`config.mk`:
```
export PLATFORM = sky130hd
export DESIGN_NAME = mips_fetch_queue
export DESIGN_NICKNAME = d
export VERILOG_FILES = /design/src/rtl/mips_fetch_queue.sv
export SDC_FILE = /design/constraint.sdc
export NUM_CORES = 1
export LEC_CHECK = 0
export BUFFER_PORTS_ARGS = -buffer_cell sky130_fd_sc_hd__buf_2
export CORE_MARGIN = 2
export CORE_UTILIZATION = 60
export DETAILED_ROUTE_END_ITERATION = 8
export PLACE_DENSITY = 0.78
export SLEW_MARGIN = 15
export SYNTH_ARGS = -nofsm -noshare
export SYNTH_HDL_FRONTEND = slang
export SYNTH_SLANG_ARGS = --single-unit
export TNS_END_PERCENT = 30
```
`constraint.sdc`:
```
create_clock -name clk1 -period 4.9 [get_ports clk1]
set_input_delay 0.245 -clock clk1 [delete_from_list [all_inputs] [get_ports clk1]]
set_output_delay 0.245 -clock clk1 [all_outputs]
set_load 0.1 [all_outputs]
```
`src/rtl/mips_fetch_queue.sv`:
```
// Instruction fetch queue: one outstanding imem read, FWFT instruction queue,
// branch redirect with stale-response discard, and fetch halt on HLT.
//
// state   | meaning
// IDLE    | no request outstanding; issue one when the queue has room
// WAIT    | request outstanding; an ack pushes the word
// DISCARD | request outstanding but redirected; the ack is dropped
// STOP    | HLT enqueued; no fetching until a branch redirect
module mips_fetch_queue #(
    parameter int          DEPTH    = 4,
    parameter logic [31:0] RESET_PC = 32'h0
) (
    input  logic        clk1,
    input  logic        rst,
    output logic        imem_req,
    output logic [9:0]  imem_addr,
    input  logic        imem_ack,
    input  logic [31:0] imem_rdata,
    input  logic        br_taken,
    input  logic [31:0] br_target,
    output logic        out_valid,
    input  logic        out_ready,
    output logic [31:0] out_ir,
    output logic [31:0] out_npc,
    output logic        fetch_stopped
);

    localparam int CW = $clog2(DEPTH + 1);
    localparam int PW = $clog2(DEPTH);

    typedef enum logic [1:0] {IDLE, WAIT, DISCARD, STOP} state_t;

    state_t          state, state_nxt;
    logic [31:0]     pc, pc_nxt, pc_inc;
    logic [CW-1:0]   count, count_nxt, count_post;
    logic [PW-1:0]   rd_ptr, wr_ptr;
    logic [31:0]     ir_mem  [DEPTH];
    logic [31:0]     npc_mem [DEPTH];
    logic            push, pop, is_hlt, stop_nxt, addr_hold;

    function automatic logic [PW-1:0] ptr_inc(input logic [PW-1:0] p);
        return (p == PW'(DEPTH - 1)) ? '0 : p + PW'(1);
    endfunction

    assign pc_inc     = pc + 32'd1;
    assign is_hlt     = (imem_rdata[31:26] == 6'b111111);
    assign push       = (state == WAIT) && imem_ack && !br_taken;
    assign pop        = out_valid && out_ready && !br_taken;
    assign count_post = count + CW'(push) - CW'(pop);
    // The address of an outstanding request must not move until its ack.
    assign addr_hold  = (state == WAIT || state == DISCARD) && !imem_ack;

    always_comb begin
        state_nxt = state;
        pc_nxt    = pc;
        stop_nxt  = fetch_stopped;
        case (state)
            IDLE: begin
                if (br_taken)
                    pc_nxt = br_target;
                else if (count < CW'(DEPTH))
                    state_nxt = WAIT;
            end
            WAIT: begin
                if (br_taken) begin
                    pc_nxt    = br_target;
                    state_nxt = imem_ack ? IDLE : DISCARD;
                end else if (imem_ack) begin
                    pc_nxt = pc_inc;
                    if (is_hlt) begin
                        state_nxt = STOP;
                        stop_nxt  = 1'b1;
                    end else if (count_post >= CW'(DEPTH)) begin
                        state_nxt = IDLE;
                    end
                end
            end
            DISCARD: begin
                if (br_taken)
                    pc_nxt = br_target;
                if (imem_ack)
                    state_nxt = IDLE;
            end
            STOP: begin
                if (br_taken) begin
                    pc_nxt    = br_target;
                    state_nxt = IDLE;
                end
            end
            default: state_nxt = IDLE;
        endcase
        if (br_taken)
            stop_nxt = 1'b0;
        count_nxt = br_taken ? '0 : count_post;
    end

    always_ff @(posedge clk1 or posedge rst) begin
        if (rst) begin
            state         <= IDLE;
            pc            <= RESET_PC;
            count         <= '0;
            rd_ptr        <= '0;
            wr_ptr        <= '0;
            imem_req      <= 1'b0;
            imem_addr     <= RESET_PC[9:0];
            fetch_stopped <= 1'b0;
        end else begin
            state         <= state_nxt;
            pc            <= pc_nxt;
            count         <= count_nxt;
            fetch_stopped <= stop_nxt;
            imem_req      <= (state_nxt == WAIT) || (state_nxt == DISCARD);
            if (!addr_hold)
                imem_addr <= pc_nxt[9:0];
            if (br_taken) begin
                rd_ptr <= '0;
                wr_ptr <= '0;
            end else begin
                if (push)
                    wr_ptr <= ptr_inc(wr_ptr);
                if (pop)
                    rd_ptr <= ptr_inc(rd_ptr);
            end
        end
    end

    always_ff @(posedge clk1) begin
        if (push) begin
            ir_mem[wr_ptr]  <= imem_rdata;
            npc_mem[wr_ptr] <= pc_inc;
        end
    end

    // Head is gated by valid so a flushed entry is never visible.
    assign out_valid = (count != '0);
    assign out_ir    = out_valid ? ir_mem[rd_ptr]  : 32'h0;
    assign out_npc   = out_valid ? npc_mem[rd_ptr] : 32'h0;

endmodule

```
### After elaboration in Yosys (flattened, before gate mapping)

Memories as Yosys holds them, arrays and structs flattened.
Index checks and enable logic that the tools add are counted.

* flip-flop bits (word level): 53
* bits in writable memories: 256
* input port bits: 69
* output and inout bits: 77
* word-level logic and storage cells: 76
* memories: 2

Memory list
* ir_mem: depth 4, width 32, read ports 1, clocked after Yosys merged registers in 0, write ports 1, line 37 `logic [31:0] ir_mem [DEPTH];`
* npc_mem: depth 4, width 32, read ports 1, clocked after Yosys merged registers in 0, write ports 1, line 38 `logic [31:0] npc_mem [DEPTH];`

* add/subtract/negate cells: 5
* order comparisons: 2
* equal/unequal tests: 10
* muxes and demuxes: 29
* reductions and logical operators: 19

Operators by type and width (number)
* 32-bit 2-to-1 mux: 5
* 32-bit case mux with 2 select lines: 1
* 32-bit by 1-bit adder with 32-bit output (second input constant): 1
* 2-bit 2-to-1 mux: 15
* 2-bit equality test (second input constant): 5
* 2-bit nonzero test: 5
* 2-bit case mux with 4 select lines: 1
* 6-bit equality test (second input constant): 1
* 1-bit 2-to-1 mux: 6
* 1-bit logical AND: 5
* 2-bit by 1-bit adder with 2-bit output (second input constant): 2
* 2-bit by 1-bit equality test with 1-bit output (second input constant): 2
* 3-bit by 1-bit adder with 3-bit output: 1
* 3-bit greater-or-equal comparator (second input constant): 1
* 3-bit < comparator (second input constant): 1
* 3-bit 2-to-1 mux: 1
* 3-bit != test (second input constant): 1
* 3-bit AND reduction: 1
* 3-bit nonzero test: 1
* 3-bit OR reduction: 1
* 3-bit by 1-bit subtractor with 3-bit output: 1
* 1-bit zero test: 2
* 2-bit zero test: 1
* 1-bit logical OR: 2
* 2 further kinds: 2

### Longest topological paths before layout

* depth after elaboration: 13
* depth in mapped cells: 14
* mapped depth without buffers: 13

### Worst setup path after synthesis

Ideal clock, no wire load.

* kind: register to register
* start: register state[1]
* end: memory ir_mem[0][0] (enable)
* setup time: 0.429 ns
* arrival: 2.383 ns
* data required time: 4.471 ns
* slack: 2.088 ns
* stages on the path, launching flop included: 5
* path buffers: 1
* period minus slack after synthesis: 2.812 ns
* path through: dfrtp_1 -> inv_1 -> ha_1 -> buf_2 -> and3_1

* cells in the longest elaborated chain, start to end: 5

Ends and longest elaborated chain
* from (decl): line 33 `state_t state, state_nxt;`
* from (signal assigned): line 108 `state <= state_nxt;`
* 2-bit by 1-bit equality test with 1-bit output: line 47 `assign push = (state == WAIT) && imem_ack && !br_taken;`
* 1-bit logical AND (2 in series): line 47
* 1-bit 2-to-1 mux: line 128 `if (push) begin`
* 1-bit 2-to-1 mux (not written as such): line 129 `ir_mem[wr_ptr] <= imem_rdata;`
* to (decl): line 37

Every way passes these cells.

### Worst setup path in the final report

* start: register rd_ptr[0]
* end: output port out_npc[2]

* cells in the longest elaborated chain, start to end: 2

Ends and longest elaborated chain
* from (decl): line 36 `logic [PW-1:0] rd_ptr, wr_ptr;`
* from (signal assigned): line 122 `rd_ptr <= ptr_inc(rd_ptr);`
* memory 4 x 32 bit
* 32-bit 2-to-1 mux: line 137 `assign out_npc = out_valid ? npc_mem[rd_ptr] : 32'h0;`
* to (decl): line 24 `output logic [31:0] out_npc,`

Every way passes these cells.

==> summary.md <==
| Metric | Value |
|---|---|
| Port bufs | approximately 150 |
| Ys async rst share | 17.2% |
| Hold Path Class | in2reg |
| CP Max Fanout | 36 |
| # H-tree levels | 1 |
| Top Ports | around 150 |
| VDD IR max | a little over 0.0004 V |
| Placed Cells | about 1,200 |
| Mapped Area | between 0.01 and 0.015 sq mm |
| Commonest cells after routing, fill and taps aside | 256 x edfxtp_1, 145 x buf_2, 68 x and2_1, 64 x mux4_2, 61 x dlygate4sd3_1 |
| Final Hold Fails | 0 |
| Die X | about 150 um |
| Max-cap viol count | 0 |
| Pint | 5450 uW |
| Root buf cell | clkbuf_16 |
| Distinct cells, synth | 49 |
| Wirelength, routed | roughly 28,000 um |
| Starting Density | 60.5% |
| Setup Buffers After CTS | 0 |
| Synth Area per Inst | between 15 and 20 sq um |
| Net switching power | a little over 4000 uW |
| Pwr dens | 600 mW/mm^2 |
| Startpoint Class | flip-flop |
| Iter 0 DRT Violations | about 680 |
| Clock sink total | roughly 310 |
| Worst EP arrival | between 2 and 3 ns |
| Pre-antenna DRT Iters | 5 |
| Crit end category | primary output |
| Outcome | finished clean |
| Routed Antenna Nets | 0 |
| Clock latency on the worst-skew pair | ~0.55 ns |
| Tot Pwr | ~9500 uW |
| Initial antenna violation count | 1 |
| Pleak | 0.00582 uW |
| Fin Clk Skew | slightly below 0.02 ns |
| Number of remaining DRC errors | 0 |
| Final Setup Violations | 0 |
| DIE HEIGHT | between 150 and 200 um |
| Worst EP required | between 4 and 5 ns |
| EDFF count, synth | 256 |
| Max-slew violations | 0 |
| Sequential share of the synthesized area | between 60% and 70% |
| Post-layout min period | ~3.2 ns |
| Clock power share | 26.4% |
| Most used DFF post-synth | edfxtp_1 |
| Net Sw Frac | about 43% |
| Drt via density | about 6 |
| Grt total ovfl | 0 |
| Area growth syn-to-layout | 20.7% |
| Post-synth net total | 870 |
| Fin cells | approximately 1,300 |
| Die area | between 0.02 and 0.025 sq mm |
| Fin Setup TNS | 0 ns |
| Row count | 54 |
| Gpl congestion | around 0.8 |
| First-pass GRT wire length | between 40,000 and 50,000 um |
| Flop pwr share | roughly a third |
| CTS Buf Count | 31 |
| Final core occ | about three quarters |
| Share of layout cells above drive strength 1 | 29.2% |
| Worst setup path class | reg2out |
| Clock Tree Buf Depth | 3 |
| RSZ-0062 raised after global routing | no |
| Syn Inst Count | ~790 |
| Number of global-route vias before repair | between 7,000 and 8,000 |
| CTS tree | done |
| Slew headroom | approximately 45% |
| Worst-Margin Slew | about 0.83 ns |
| Total number of vias | a little under 8,000 |
| Commonest non-fill, non-tap cell in the layout | edfxtp_1 |
| Fmax | ~310 MHz |
| Core Area | approximately 0.022 sq mm |
| Seq cells post-synth | ~310 |
| Routed WL per cell | 21.1 um |
| Comb pwr share | around 39% |
| Final period util | 65.7% |
| Clock transition at path regs | about 0.070 ns |
| Largest net degree at the start of global routing | between 60 and 70 |
| GRT Resource Usage Total | ~24% |
| Final nets | between 1,000 and 1,500 |
| Hpwl dp | approximately 17,000 um |
| Syn. warnings | 0 |
## critical path, cell delays in order (launching register included)
cell and delay, ns:
dfrtp_4 0.91, buf_4 0.45, mux4_2 0.56, and2_1 0.19, buf_2 0.29
## Yosys cell counts, types with 3 or more instances
cell type | n | share of area [%]
nor3_1 | 12 | 0.46
edfxtp_1 | 256 | 59
and2_1 | 68 | 3.2
ha_1 | 13 | 1.2
nand4_1 | 12 | 0.57
a21o_1 | 10 | 0.57
buf_4 | 3 | 0.17
nand2_1 | 48 | 1.4
or3_1 | 3 | 0.14
a31oi_1 | 6 | 0.29
o21ai_0 | 26 | 0.99
o311ai_0 | 6 | 0.40
clkbuf_1 | 24 | 0.69
a221o_1 | 8 | 0.61
and3_1 | 8 | 0.38
xnor2_1 | 30 | 2.0
mux2_2 | 7 | 0.60
inv_1 | 14 | 0.40
dfrtp_1 | 53 | 10
nor4_1 | 4 | 0.19
xor2_1 | 11 | 0.74
mux4_2 | 64 | 11
nand3_1 | 15 | 0.57
nor2b_1 | 6 | 0.29
a22o_1 | 5 | 0.33
buf_1 | 3 | 0.086
nor2_1 | 23 | 0.66
a21oi_1 | 16 | 0.61
buf_2 | 9 | 0.34
## flip-flops by register name, indices dropped and copies added (netlist names)
name	cells
ir_mem	128
npc_mem	128
pc	32
imem_addr	10
count	3
rd_ptr	2
state	2
wr_ptr	2
fetch_stopped	1
imem_req	1
## per-layer routing
| metal | part of all wire [%] | routed length (um) | global-route usage [%] |
|---|---|---|---|
| met4 | 1.9 | 513 | 6.57 |
| met2 | 51 | 14000 | 42.4 |
| met3 | 6.2 | 1700 | 3.02 |
| met5 | 0 | 0 | 0 |
| met1 | 41 | 11300 | 33.4 |
## what timing repair did
action	CTS	global route
hold endpoints to repair	209	0
resized for setup	0	0
hold buffers	61	0
## final cells by class
class                      count  area (sq um)
timing repair buffer         221          1450
fill                        1331          5820
sequential                   309          9020
inverter                      14          52.6
clock buffer                  36           835
tap                          280           350
antenna                        1          2.50
multi-input combinational    423          3830
clock inverter                21           262
## worst paths after layout
kind | endpoint | slack (ns) | cells past startpoint | start
setup / recovery | out_npc[2] | 1.68 | 4 | rd_ptr[0]$_DFFE_PP0P_
min in group asynchronous | pc[11]$_DFFE_PP0P_ | 0.45 | 4 | rst
setup reg to reg | state[1]$_DFF_PP0_ | 1.79 | 13 | state[1]$_DFF_PP0_
hold reg to reg | imem_addr[2]$_DFFE_PP0N_ | 0.50 | 2 | imem_addr[2]$_DFFE_PP0N_
max in group asynchronous | rd_ptr[0]$_DFFE_PP0P_ | 3.89 | 4 | rst
hold / removal | pc[22]$_DFFE_PP0P_ | 0.02 | 3 | br_target[22]
## stage by stage
step	hold WS (ns)	cell area [sq um]	worst slack [ns]
floorplan	0.344	13100	2.09
global placement	0.462	14100	2.09
detailed placement	0.464	14100	2.01
CTS	0.00333	15800	1.59
global route	0.0173	15800	1.49
finish	0.0159	15800	1.68
## kinds of logic (layout without fill, tap and decap cells)
group,Yosys count,in the layout,share of synthesized area [%]
flops,309,309,68.9
simple gates,212,212,9.03
compound gates,83,83,4.21
mux,72,72,11.7
buf+inv,55,292,1.90
xor+xnor,42,42,2.91
fa+ha+maj,14,14,1.40
other cells,0,1,0
## power by group through the flow
stage                     Clock [uW]  Combinational [uW]  Sequential, uW
final                           2500                3700            3290
after global routing            2630                3860            3330
after CTS                       2530                3710            3300
after detailed placement           0                3650            3350
after global placement             0                3620            3340
after floorplan                    0                2890            3470
Power figures use the tool's default switching activity.
